[src/rtl/ifu_fetch.sv]
// Instruction fetch unit: fetches one 32-bit word per PC over an AXI-lite style
// read channel and hands it to decode with a valid/ready handshake.
module ifu_fetch #(
    parameter int                   CPU_WIDTH = 32,
    parameter logic [CPU_WIDTH-1:0] NOP_INST  = 32'h0000_0013
) (
    input  logic                 i_clk,
    input  logic                 i_rst_n,
    input  logic [CPU_WIDTH-1:0] i_pc,
    input  logic                 i_pc_valid,
    output logic [CPU_WIDTH-1:0] o_araddr,
    output logic                 o_arvalid,
    input  logic                 i_arready,
    input  logic [CPU_WIDTH-1:0] i_rdata,
    input  logic [1:0]           i_rresp,
    input  logic                 i_rvalid,
    output logic                 o_rready,
    output logic [CPU_WIDTH-1:0] o_inst,
    output logic [CPU_WIDTH-1:0] o_inst_pc,
    output logic                 o_inst_valid,
    input  logic                 i_idu_ready,
    output logic                 o_fetch_err
);

    typedef enum logic [1:0] {
        IDLE,
        AR,
        R,
        OUT
    } state_t;

    state_t               state;
    logic                 boot_flag;
    logic                 pend_vld;
    logic [CPU_WIDTH-1:0] pend_pc;
    logic [CPU_WIDTH-1:0] fetch_pc;

    logic                 in_idle;
    logic                 start;
    logic                 take_pend;
    logic                 take_new;
    logic [CPU_WIDTH-1:0] sel_pc;

    // Trigger priority in IDLE: boot, then the pending entry, then a fresh pulse.
    always_comb begin
        in_idle   = (state == IDLE);
        start     = in_idle && (boot_flag || pend_vld || i_pc_valid);
        take_pend = in_idle && !boot_flag && pend_vld;
        take_new  = in_idle && !boot_flag && !pend_vld && i_pc_valid;
        sel_pc    = take_pend ? pend_pc : i_pc;
    end

    // NOTE: sequential state uses non-blocking assignments so every register
    // samples the pre-edge values of the others, independent of statement order.
    always_ff @(posedge i_clk or negedge i_rst_n) begin
        if (!i_rst_n) begin
            state        <= IDLE;
            boot_flag    <= 1'b1;
            pend_vld     <= 1'b0;
            pend_pc      <= '0;
            fetch_pc     <= '0;
            o_araddr     <= '0;
            o_arvalid    <= 1'b0;
            o_rready     <= 1'b0;
            o_inst       <= '0;
            o_inst_pc    <= '0;
            o_inst_valid <= 1'b0;
            o_fetch_err  <= 1'b0;
        end else begin
            // A pulse not consumed directly is parked; latest PC wins.
            if (i_pc_valid && !take_new) begin
                pend_vld <= 1'b1;
                pend_pc  <= i_pc;
            end else if (take_pend) begin
                pend_vld <= 1'b0;
            end

            case (state)
                IDLE: begin
                    if (start) begin
                        boot_flag <= 1'b0;
                        fetch_pc  <= sel_pc;
                        if (sel_pc[1:0] != 2'b00) begin
                            o_inst       <= NOP_INST;
                            o_inst_pc    <= sel_pc;
                            o_fetch_err  <= 1'b1;
                            o_inst_valid <= 1'b1;
                            state        <= OUT;
                        end else begin
                            o_araddr  <= sel_pc;
                            o_arvalid <= 1'b1;
                            state     <= AR;
                        end
                    end
                end
                AR: begin
                    if (i_arready) begin
                        o_arvalid <= 1'b0;
                        o_rready  <= 1'b1;
                        state     <= R;
                    end
                end
                R: begin
                    if (i_rvalid) begin
                        o_rready     <= 1'b0;
                        o_inst_pc    <= fetch_pc;
                        o_inst_valid <= 1'b1;
                        if (i_rresp == 2'b00) begin
                            o_inst      <= i_rdata;
                            o_fetch_err <= 1'b0;
                        end else begin
                            o_inst      <= NOP_INST;
                            o_fetch_err <= 1'b1;
                        end
                        state <= OUT;
                    end
                end
                OUT: begin
                    if (i_idu_ready) begin
                        o_inst_valid <= 1'b0;
                        state        <= IDLE;
                    end
                end
                default: state <= IDLE;
            endcase
        end
    end

endmodule

[config.mk]
export PLATFORM = sky130hd
export DESIGN_NAME = ifu_fetch
export DESIGN_NICKNAME = d
export VERILOG_FILES = /design/src/rtl/ifu_fetch.sv
export SDC_FILE = /design/constraint.sdc
export NUM_CORES = 1
export LEC_CHECK = 0
export BUFFER_PORTS_ARGS = -buffer_cell sky130_fd_sc_hd__buf_4
export CAP_MARGIN = 10
export CORE_UTILIZATION = 50
export CTS_CLUSTER_DIAMETER = 40
export DETAILED_ROUTE_END_ITERATION = 8
export HOLD_SLACK_MARGIN = 0.12
export PLACE_DENSITY_LB_ADDON = 0.3
export SLEW_MARGIN = 20
export SYNTH_ARGS = -nofsm -noshare
export SYNTH_HDL_FRONTEND = slang
export SYNTH_SLANG_ARGS = --single-unit
[constraint.sdc]
create_clock -name i_clk -period 3.2 [get_ports i_clk]
set_clock_uncertainty 0.1 [all_clocks]
set_input_delay 0.16 -clock i_clk [delete_from_list [all_inputs] [get_ports i_clk]]
set_output_delay 0.16 -clock i_clk [all_outputs]
set_load 0.05 [all_outputs]
==> impl_table.tex, run 1 <==
\begin{tabular}{lr}
\hline
Metric & Value \\
\hline
\multicolumn{2}{l}{\textbf{Run status}} \\
Result of the run & complete, no violations \\
\multicolumn{2}{l}{\textbf{Clock tree}} \\
Clock-pin slew on the worst setup and hold paths & 0.06 ns \\
TritonCTS clock tree & yes \\
Clk buf depth & 2 \\
Total number of clock tree sinks & 168 \\
Clock insertion delay at the later pin of the skew report & 0.41 ns \\
H-tree depth & 4 \\
CTS root buf & sky130\_fd\_sc\_hd\_\_clkbuf\_16 \\
CTS buffer count & 17 \\
\multicolumn{2}{l}{\textbf{Yosys}} \\
Post-synth cell types & 32 \\
Synthesized netlist cell count & 592 \\
Fraction of the yosys area taken by sequential cells & 0.591 \\
Number of synthesized flops with an enable pin & 0 \\
Most used flip-flop cell after synthesis & sky130\_fd\_sc\_hd\_\_dfrtp\_1 \\
Mapped cell area & 0.00712 mm\^{}2 \\
Number of warnings reported in the yosys synthesis log & 0 \\
Number of flip-flops and latches in the synthesized netlist & 168 \\
Net Count, Synth & 669 \\
Ranking of synthesized cells by area & sky130\_fd\_sc\_hd\_\_dfrtp\_1 (59\%), sky130\_fd\_sc\_hd\_\_mux2\_2 (7.4\%), sky130\_fd\_sc\_hd\_\_o21ai\_0 (6.8\%) \\
Mean instance size in the synthesized netlist & 12.0 um\^{}2 \\
Share of Yosys cell area claimed by the top area cell type & 0.587 \\
Library cell with the largest summed area after synthesis & sky130\_fd\_sc\_hd\_\_dfrtp\_1 \\
Share of synthesized flip-flops with an asynchronous set or reset & 1.00 \\
\multicolumn{2}{l}{\textbf{Die}} \\
Core area & 0.0139 mm\^{}2 \\
I/O pins & 172 \\
Width of the die & 121 um \\
Starting utilization of the core area & 0.513 \\
Die area & 0.0147 mm\^{}2 \\
Die height & 121 um \\
Std cell rows & 43 \\
\multicolumn{2}{l}{\textbf{Setup path}} \\
Crit path capture & o\_inst[6] \\
R2r worst-path depth & 8 \\
Arrival time of the worst setup path & 3.18 ns \\
Largest stage delay, worst path & 0.58 ns \\
Reg-to-reg slack, setup & 0.26 ns \\
Startpoint of the worst-slack reg-to-reg timing path & state[0] \\
Required time of the critical path & 3.44 ns \\
Crit Path Class & reg2reg \\
Start point of the critical path & state[0] \\
Nature of the critical path startpoint & flop \\
Cell Chain, Critical Path & inv\_1 > ha\_1 > nand3b\_1 > buf\_4 > nor3\_1 > nor4\_4 > buf\_4 > a22o\_1 \\
Critical register-to-register path endpoint & o\_inst[6] \\
Most Frequent Cell on Critical Path & sky130\_fd\_sc\_hd\_\_buf\_4 \\
Setup crit end kind & flop \\
Maximum fanout along the worst path & 24 \\
Critical Path Slowest Stage Cell & sky130\_fd\_sc\_hd\_\_nor4\_4 \\
\multicolumn{2}{l}{\textbf{Timing}} \\
Minimum clock period & 2.94 ns \\
Tightest slew margin relative to the limit & 0.332 \\
Final setup slack of the worst path & 0.263 ns \\
Share of the cycle needed by the critical path after routing & 0.918 \\
Number of endpoints failing setup at the final stage & 0 \\
Number of max-slew violations in the final report & 0 \\
Unrepaired setup endpoints after global routing & no \\
Worst hold margin & 0.325 ns \\
Transition at the pin with the smallest max-transition slack & 1.00 ns \\
Summed negative setup slack over all endpoints & 0 ns \\
Count of final hold-check violations & 0 \\
Max Fclk & 0.341 GHz \\
\multicolumn{2}{l}{\textbf{Finish}} \\
Fraction of layout cells with a size suffix above 1 & 0.335 \\
Fillcell total & 961 \\
Post-layout net count & 897 \\
Diodes inserted & 0 \\
Leading cell type in the layout, fill and taps excluded & sky130\_fd\_sc\_hd\_\_buf\_4 \\
Synth-to-layout area growth & 38.8\% \\
Final core utilization & 0.712 \\
Most frequent cells in the layout & sky130\_fd\_sc\_hd\_\_buf\_4 (179), sky130\_fd\_sc\_hd\_\_dfrtp\_1 (167), sky130\_fd\_sc\_hd\_\_o21ai\_0 (97), sky130\_fd\_sc\_hd\_\_dlygate4sd3\_1 (73), sky130\_fd\_sc\_hd\_\_nand2\_1 (69) \\
\multicolumn{2}{l}{\textbf{Routing}} \\
Post-route DRC violation count & 0 \\
DR vias/cell & 5.36 \\
Drt initial violations & 298 \\
Detailed Route WL & 17200 um \\
Detail-routed net length per standard cell & 17.0 um \\
Number of nets still failing antenna checks after routing & 0 \\
Total via count in the routed design & 5433 \\
Initial DRT Pass Iterations & 4 \\
\multicolumn{2}{l}{\textbf{Global route}} \\
Via count of the first global-routing pass & 5489 \\
Initial antenna violation count & 0 \\
Overall routing resource usage & 0.245 \\
Total congestion overflow & 0 \\
Pin count of the biggest net entering global routing & 105 \\
Wire length of the first global-routing pass & 27700 um \\
\multicolumn{2}{l}{\textbf{Power}} \\
Leakage power of the design & 4.80 nW \\
PwrDens & 1190 mW/mm\^{}2 \\
Design Power & 11.7 mW \\
Worst IR drop on VDD & 0.000628 V \\
\multicolumn{2}{l}{\textbf{Placed design}} \\
Input/output buffers & 171 \\
Placed wire-length estimate after detailed placement & 10800 um \\
Gpl congestion & 0.857 \\
Pre-CTS worst setup slack & 0.273 ns \\
\multicolumn{2}{l}{\textbf{Flow run}} \\
Count of maximum capacitance violations & 0 \\
\multicolumn{2}{l}{\textbf{Min path}} \\
Hold Crit Class & in2async \\
\hline
\end{tabular}
[synthesized netlist by cell type, types with 2 or more instances]
cell type and number:
sky130_fd_sc_hd__buf_1 3, sky130_fd_sc_hd__a22o_1 30, sky130_fd_sc_hd__dfrtp_1 167, sky130_fd_sc_hd__nand2_1 70, sky130_fd_sc_hd__o21ai_0 97, sky130_fd_sc_hd__nor2b_1 3, sky130_fd_sc_hd__o31ai_1 30, sky130_fd_sc_hd__nand3b_1 2
sky130_fd_sc_hd__mux2_4 17, sky130_fd_sc_hd__ha_1 5, sky130_fd_sc_hd__clkbuf_1 31, sky130_fd_sc_hd__a21oi_1 2, sky130_fd_sc_hd__buf_2 8, sky130_fd_sc_hd__inv_1 12, sky130_fd_sc_hd__nor3_1 3, sky130_fd_sc_hd__nor2_1 7
sky130_fd_sc_hd__o22ai_1 2, sky130_fd_sc_hd__mux2_2 47, sky130_fd_sc_hd__nand2b_1 4, sky130_fd_sc_hd__mux2i_1 36, sky130_fd_sc_hd__buf_6 3, sky130_fd_sc_hd__a22oi_1 3
[stage by stage]
stage / area (um^2) / cells
detailed placement: 8560 / 908
global route: 9880 / 1013
CTS: 9880 / 1013
global placement: 8560 / 908
floorplan: 7120 / 592
finish: 9880 / 1013
[report_power, final]
part	internal (mW)	switching, mW	leakage [nW]
combinational	2.19	3.97	2.43
clock	1.24	0.782	0.289
sequential	3.03	0.525	2.08
[logic make-up after synthesis]
kind of cell | share of synthesized area
buffers and inverters | 0.0346
AO/OA/AOI/OAI | 0.147
adder cells (fa/ha/maj) | 0.0102
multiplexers | 0.161
AND/OR/NAND/NOR | 0.0570
flip-flops | 0.591
[sequential cells by signal (all words and copies together) (netlist names)]
signal,cells
o_rready,1
o_inst_valid,1
o_inst_pc,32
o_araddr,32
boot_flag,1
o_arvalid,1
pend_vld,1
state,2
pend_pc,32
o_inst,32
fetch_pc,32
o_fetch_err,1
[area by class of cell]
type / instances / area (um^2) / share of cell area
clock buffer: 26 / 499 / 0.0505
timing repair buffer: 254 / 2110 / 0.213
sequential: 168 / 4210 / 0.426
multi-input combinational: 367 / 2710 / 0.274
tap: 180 / 225 / 0.0228
inverter: 12 / 45.0 / 0.00456
clock inverter: 6 / 87.6 / 0.00887
[critical path, delay by kind of cell, from the launching register on]
family                     cells  cell delay (ns)
and+or+nand+nor                3             0.99
buffers and inverters          3             0.88
DFF                            1             0.37
adders and majority gates      1             0.34
AOI/OAI and AO/OA              1             0.18
[routing by layer]
layer | wire length, um | global-route usage
met4 | 325 | 0.0903
met5 | 0 | 0
met3 | 1060 | 0.0620
met1 | 7450 | 0.306
met2 | 8370 | 0.411
[what timing repair did]
item | in CTS | in global routing
buffers inserted | 0 | 0
hold buffers | 73 | 0
resized for setup | 0 | 0
hold endpoints to repair | 229 | 0
[how the worst min path moves through the flow]
stage / cells past startpoint / slack (ns) / end / from
6_report: 2 / 0.32 / o_inst[24] / i_rst_n
5_1_grt: 2 / 0.39 / fetch_pc[12] / fetch_pc[12]
4_1_cts: 2 / 0.35 / o_inst_pc[26] / i_rst_n
3_5_place_dp: 1 / 0.23 / o_inst[19] / i_rst_n
3_3_place_gp: 1 / 0.22 / o_inst[20] / i_rst_n
2_1_floorplan: 0 / -0.24 / fetch_pc[0] / i_rst_n
No activity file was read; power rests on OpenSTA's default activity.
==> inputs of run 2 (changes only) <==
--- a/config.mk
+++ b/config.mk
@@ -5,9 +5,10 @@
 export SDC_FILE = /design/constraint.sdc
 export NUM_CORES = 1
 export LEC_CHECK = 0
+export ABC_AREA = 1
 export BUFFER_PORTS_ARGS = -buffer_cell sky130_fd_sc_hd__buf_4
 export CAP_MARGIN = 10
-export CORE_UTILIZATION = 50
+export CORE_UTILIZATION = 42
 export CTS_CLUSTER_DIAMETER = 40
 export DETAILED_ROUTE_END_ITERATION = 8
 export HOLD_SLACK_MARGIN = 0.12
==> run 2 against run 1 <==
Effect of this change: synthesized cell count rose by 50%; sequential cell count did not move; via count rose by 19%; area after synthesis rose by 5.2%; design area rose by 2.9%; count of clock-buffer cells in the layout fell by 3; combinational power barely moved; clock power fell by 8%; first-iteration DRC count rose by 33%; worst setup slack improved by 0.31 ns; critical path type unchanged.
==> impl_table.tex, run 2 <==
\begin{tabular}{lr}
\hline
Metric & Value \\
\hline
\multicolumn{2}{l}{\textbf{Run status}} \\
Result of the run & complete, no violations \\
\multicolumn{2}{l}{\textbf{Yosys}} \\
Net Count, Synth & 965 \\
Number of synthesized flops with an enable pin & 0 \\
Cell with the most instances after synthesis & sky130\_fd\_sc\_hd\_\_nand2\_1 \\
Number of warnings reported in the yosys synthesis log & 0 \\
Number of flip-flops and latches in the synthesized netlist & 168 \\
Mean instance size in the synthesized netlist & 8.43 um\^{}2 \\
Share of synthesized flip-flops with an asynchronous set or reset & 1.00 \\
Synthesized netlist cell count & 888 \\
Most used flip-flop cell after synthesis & sky130\_fd\_sc\_hd\_\_dfrtp\_1 \\
Top cells by instance count after synthesis & sky130\_fd\_sc\_hd\_\_nand2\_1 (325), sky130\_fd\_sc\_hd\_\_dfrtp\_1 (167), sky130\_fd\_sc\_hd\_\_o21ai\_0 (100) \\
Library cell with the largest summed area after synthesis & sky130\_fd\_sc\_hd\_\_dfrtp\_1 \\
Fraction of the yosys area taken by sequential cells & 0.562 \\
Post-synth cell types & 31 \\
Mapped cell area & 0.00748 mm\^{}2 \\
Share of Yosys cell area claimed by the top area cell type & 0.558 \\
Ranking of synthesized cells by area & sky130\_fd\_sc\_hd\_\_dfrtp\_1 (56\%), sky130\_fd\_sc\_hd\_\_nand2\_1 (16\%), sky130\_fd\_sc\_hd\_\_o21ai\_0 (6.7\%) \\
\multicolumn{2}{l}{\textbf{Routing}} \\
Drt initial violations & 396 \\
Total via count in the routed design & 6490 \\
Detail-routed net length per standard cell & 13.9 um \\
Post-route DRC violation count & 0 \\
Initial DRT Pass Iterations & 6 \\
DR vias/cell & 4.83 \\
Detailed Route WL & 18700 um \\
Number of nets still failing antenna checks after routing & 0 \\
\multicolumn{2}{l}{\textbf{Setup path}} \\
Startpoint of the worst-slack reg-to-reg timing path & state[0] \\
Required time of the critical path & 3.44 ns \\
Arrival time of the worst setup path & 2.87 ns \\
Reg-to-reg slack, setup & 0.57 ns \\
R2r worst-path depth & 11 \\
Nature of the critical path startpoint & flop \\
Crit Path Class & reg2reg \\
Maximum fanout along the worst path & 46 \\
Setup crit end kind & flop \\
Critical register-to-register path endpoint & o\_inst\_pc[13] \\
\multicolumn{2}{l}{\textbf{Clock tree}} \\
CTS buffer count & 17 \\
Total number of clock tree sinks & 168 \\
H-tree depth & 4 \\
Clock insertion delay at the later pin of the skew report & 0.42 ns \\
Count of cells resized by post-cts repair & 0 \\
Total setup buffers inserted after CTS & 0 \\
Clock-pin slew on the worst setup and hold paths & 0.06 ns \\
CTS root buf & sky130\_fd\_sc\_hd\_\_clkbuf\_16 \\
Clk buf depth & 2 \\
TritonCTS clock tree & yes \\
\multicolumn{2}{l}{\textbf{Power}} \\
Design Power & 11.5 mW \\
Worst IR drop on VDD & 0.000703 V \\
Leakage power of the design & 5.15 nW \\
PwrDens & 1130 mW/mm\^{}2 \\
\multicolumn{2}{l}{\textbf{Global route}} \\
Via count of the first global-routing pass & 6109 \\
Pin count of the biggest net entering global routing & 71 \\
Wire length of the first global-routing pass & 30900 um \\
Total congestion overflow & 0 \\
Initial antenna violation count & 1 \\
Overall routing resource usage & 0.216 \\
\multicolumn{2}{l}{\textbf{Die}} \\
Core area & 0.0174 mm\^{}2 \\
Std cell rows & 48 \\
Width of the die & 135 um \\
Die area & 0.0184 mm\^{}2 \\
Starting utilization of the core area & 0.431 \\
Die height & 135 um \\
I/O pins & 172 \\
\multicolumn{2}{l}{\textbf{Min path}} \\
Number of cells on the worst hold path & 7 \\
Hold endpoint & o\_inst\_valid \\
Hold Crit Class & in2reg \\
Hold path startpoint & i\_idu\_ready \\
\multicolumn{2}{l}{\textbf{Timing}} \\
Transition at the pin with the smallest max-transition slack & 0.802 ns \\
Tightest slew margin relative to the limit & 0.465 \\
Minimum clock period & 2.63 ns \\
Number of max-slew violations in the final report & 0 \\
Worst hold margin & 0.134 ns \\
Number of endpoints failing setup at the final stage & 0 \\
Share of the cycle needed by the critical path after routing & 0.822 \\
Unrepaired setup endpoints after global routing & no \\
Count of final hold-check violations & 0 \\
Max Fclk & 0.380 GHz \\
Summed negative setup slack over all endpoints & 0 ns \\
\multicolumn{2}{l}{\textbf{Finish}} \\
Post-layout net count & 1184 \\
Most frequent cells in the layout & sky130\_fd\_sc\_hd\_\_nand2\_1 (325), sky130\_fd\_sc\_hd\_\_buf\_4 (181), sky130\_fd\_sc\_hd\_\_dfrtp\_1 (166), sky130\_fd\_sc\_hd\_\_o21ai\_0 (100), sky130\_fd\_sc\_hd\_\_inv\_1 (72) \\
Final core utilization & 0.585 \\
Synth-to-layout area growth & 35.7\% \\
Fraction of layout cells with a size suffix above 1 & 0.218 \\
Leading cell type in the layout, fill and taps excluded & sky130\_fd\_sc\_hd\_\_nand2\_1 \\
\multicolumn{2}{l}{\textbf{Placed design}} \\
Gpl congestion & 0.774 \\
Placed wire-length estimate after detailed placement & 11800 um \\
Input/output buffers & 171 \\
\multicolumn{2}{l}{\textbf{Flow run}} \\
Count of maximum capacitance violations & 0 \\
\hline
\end{tabular}
run 2: metal layers:
metal	wire length, um	global-route usage
met1	8760	0.298
met4	263	0.0668
met5	0	0
met2	8660	0.343
met3	1000	0.0426
run 2: kinds of logic (layout without fill, tap and decap cells):
family                   Yosys count  after routing  share of synthesized area
AND/OR/NAND/NOR                  417            417                      0.229
other                              0              1                          0
multiplexers                       1              1                    0.00134
buffers and inverters            132            362                     0.0797
adder cells (fa/ha/maj)            5              5                    0.00836
flip-flops                       168            168                      0.562
AO/OA/AOI/OAI                    165            165                      0.120
run 2: layout make-up:
type	instances	area (um^2)
multi-input combinational	588	2710
sequential	168	4210
clock buffer	23	478
inverter	76	290
tap	225	282
fill	1609	7200
clock inverter	7	46.3
timing repair buffer	256	2140
antenna	1	2.50
run 2: timing repair:
item	4_1_cts	5_1_grt
hold endpoints to repair	205	0
hold buffers	71	0
setup endpoints to repair	0	0
run 2: worst max-delay path by stage:
stage	start	endpoint	slack, ns	cells past startpoint
5_1_grt	state[0]	o_inst_pc[18]	0.34	11
3_3_place_gp	state[0]	o_inst_pc[18]	0.70	10
3_5_place_dp	state[0]	o_inst_pc[13]	0.58	11
2_1_floorplan	state[0]	o_inst_pc[26]	1.20	12
6_report	state[0]	o_inst_pc[13]	0.57	11
4_1_cts	state[0]	o_inst_pc[13]	0.56	11
run 2: report_power, final:
| group | switching (mW) | total (mW) | internal, mW |
|---|---|---|---|
| sequential | 0.467 | 3.47 | 3.01 |
| combinational | 4.37 | 6.18 | 1.81 |
| clock | 0.802 | 1.85 | 1.04 |
run 2: metrics by stage:
stage          instances  setup WS (ns)  instance area [um^2]
2_1_floorplan        888           1.20                  7480
3_3_place_gp        1242          0.697                  8920
3_5_place_dp        1242          0.581                  8920
4_1_cts             1343          0.560                 10200
5_1_grt             1344          0.343                 10200
6_report            1344          0.569                 10200
run 2: critical path: stages (launching register included):
cell	delay [ns]
sky130_fd_sc_hd__dfrtp_1	0.40
sky130_fd_sc_hd__inv_1	0.14
sky130_fd_sc_hd__ha_1	0.40
sky130_fd_sc_hd__inv_4	0.13
sky130_fd_sc_hd__nor2_4	0.14
sky130_fd_sc_hd__nand3_1	0.09
sky130_fd_sc_hd__nand2_2	0.14
sky130_fd_sc_hd__nand3_4	0.14
sky130_fd_sc_hd__nand2_4	0.39
sky130_fd_sc_hd__buf_12	0.28
sky130_fd_sc_hd__nand2_1	0.08
sky130_fd_sc_hd__o21ai_1	0.09
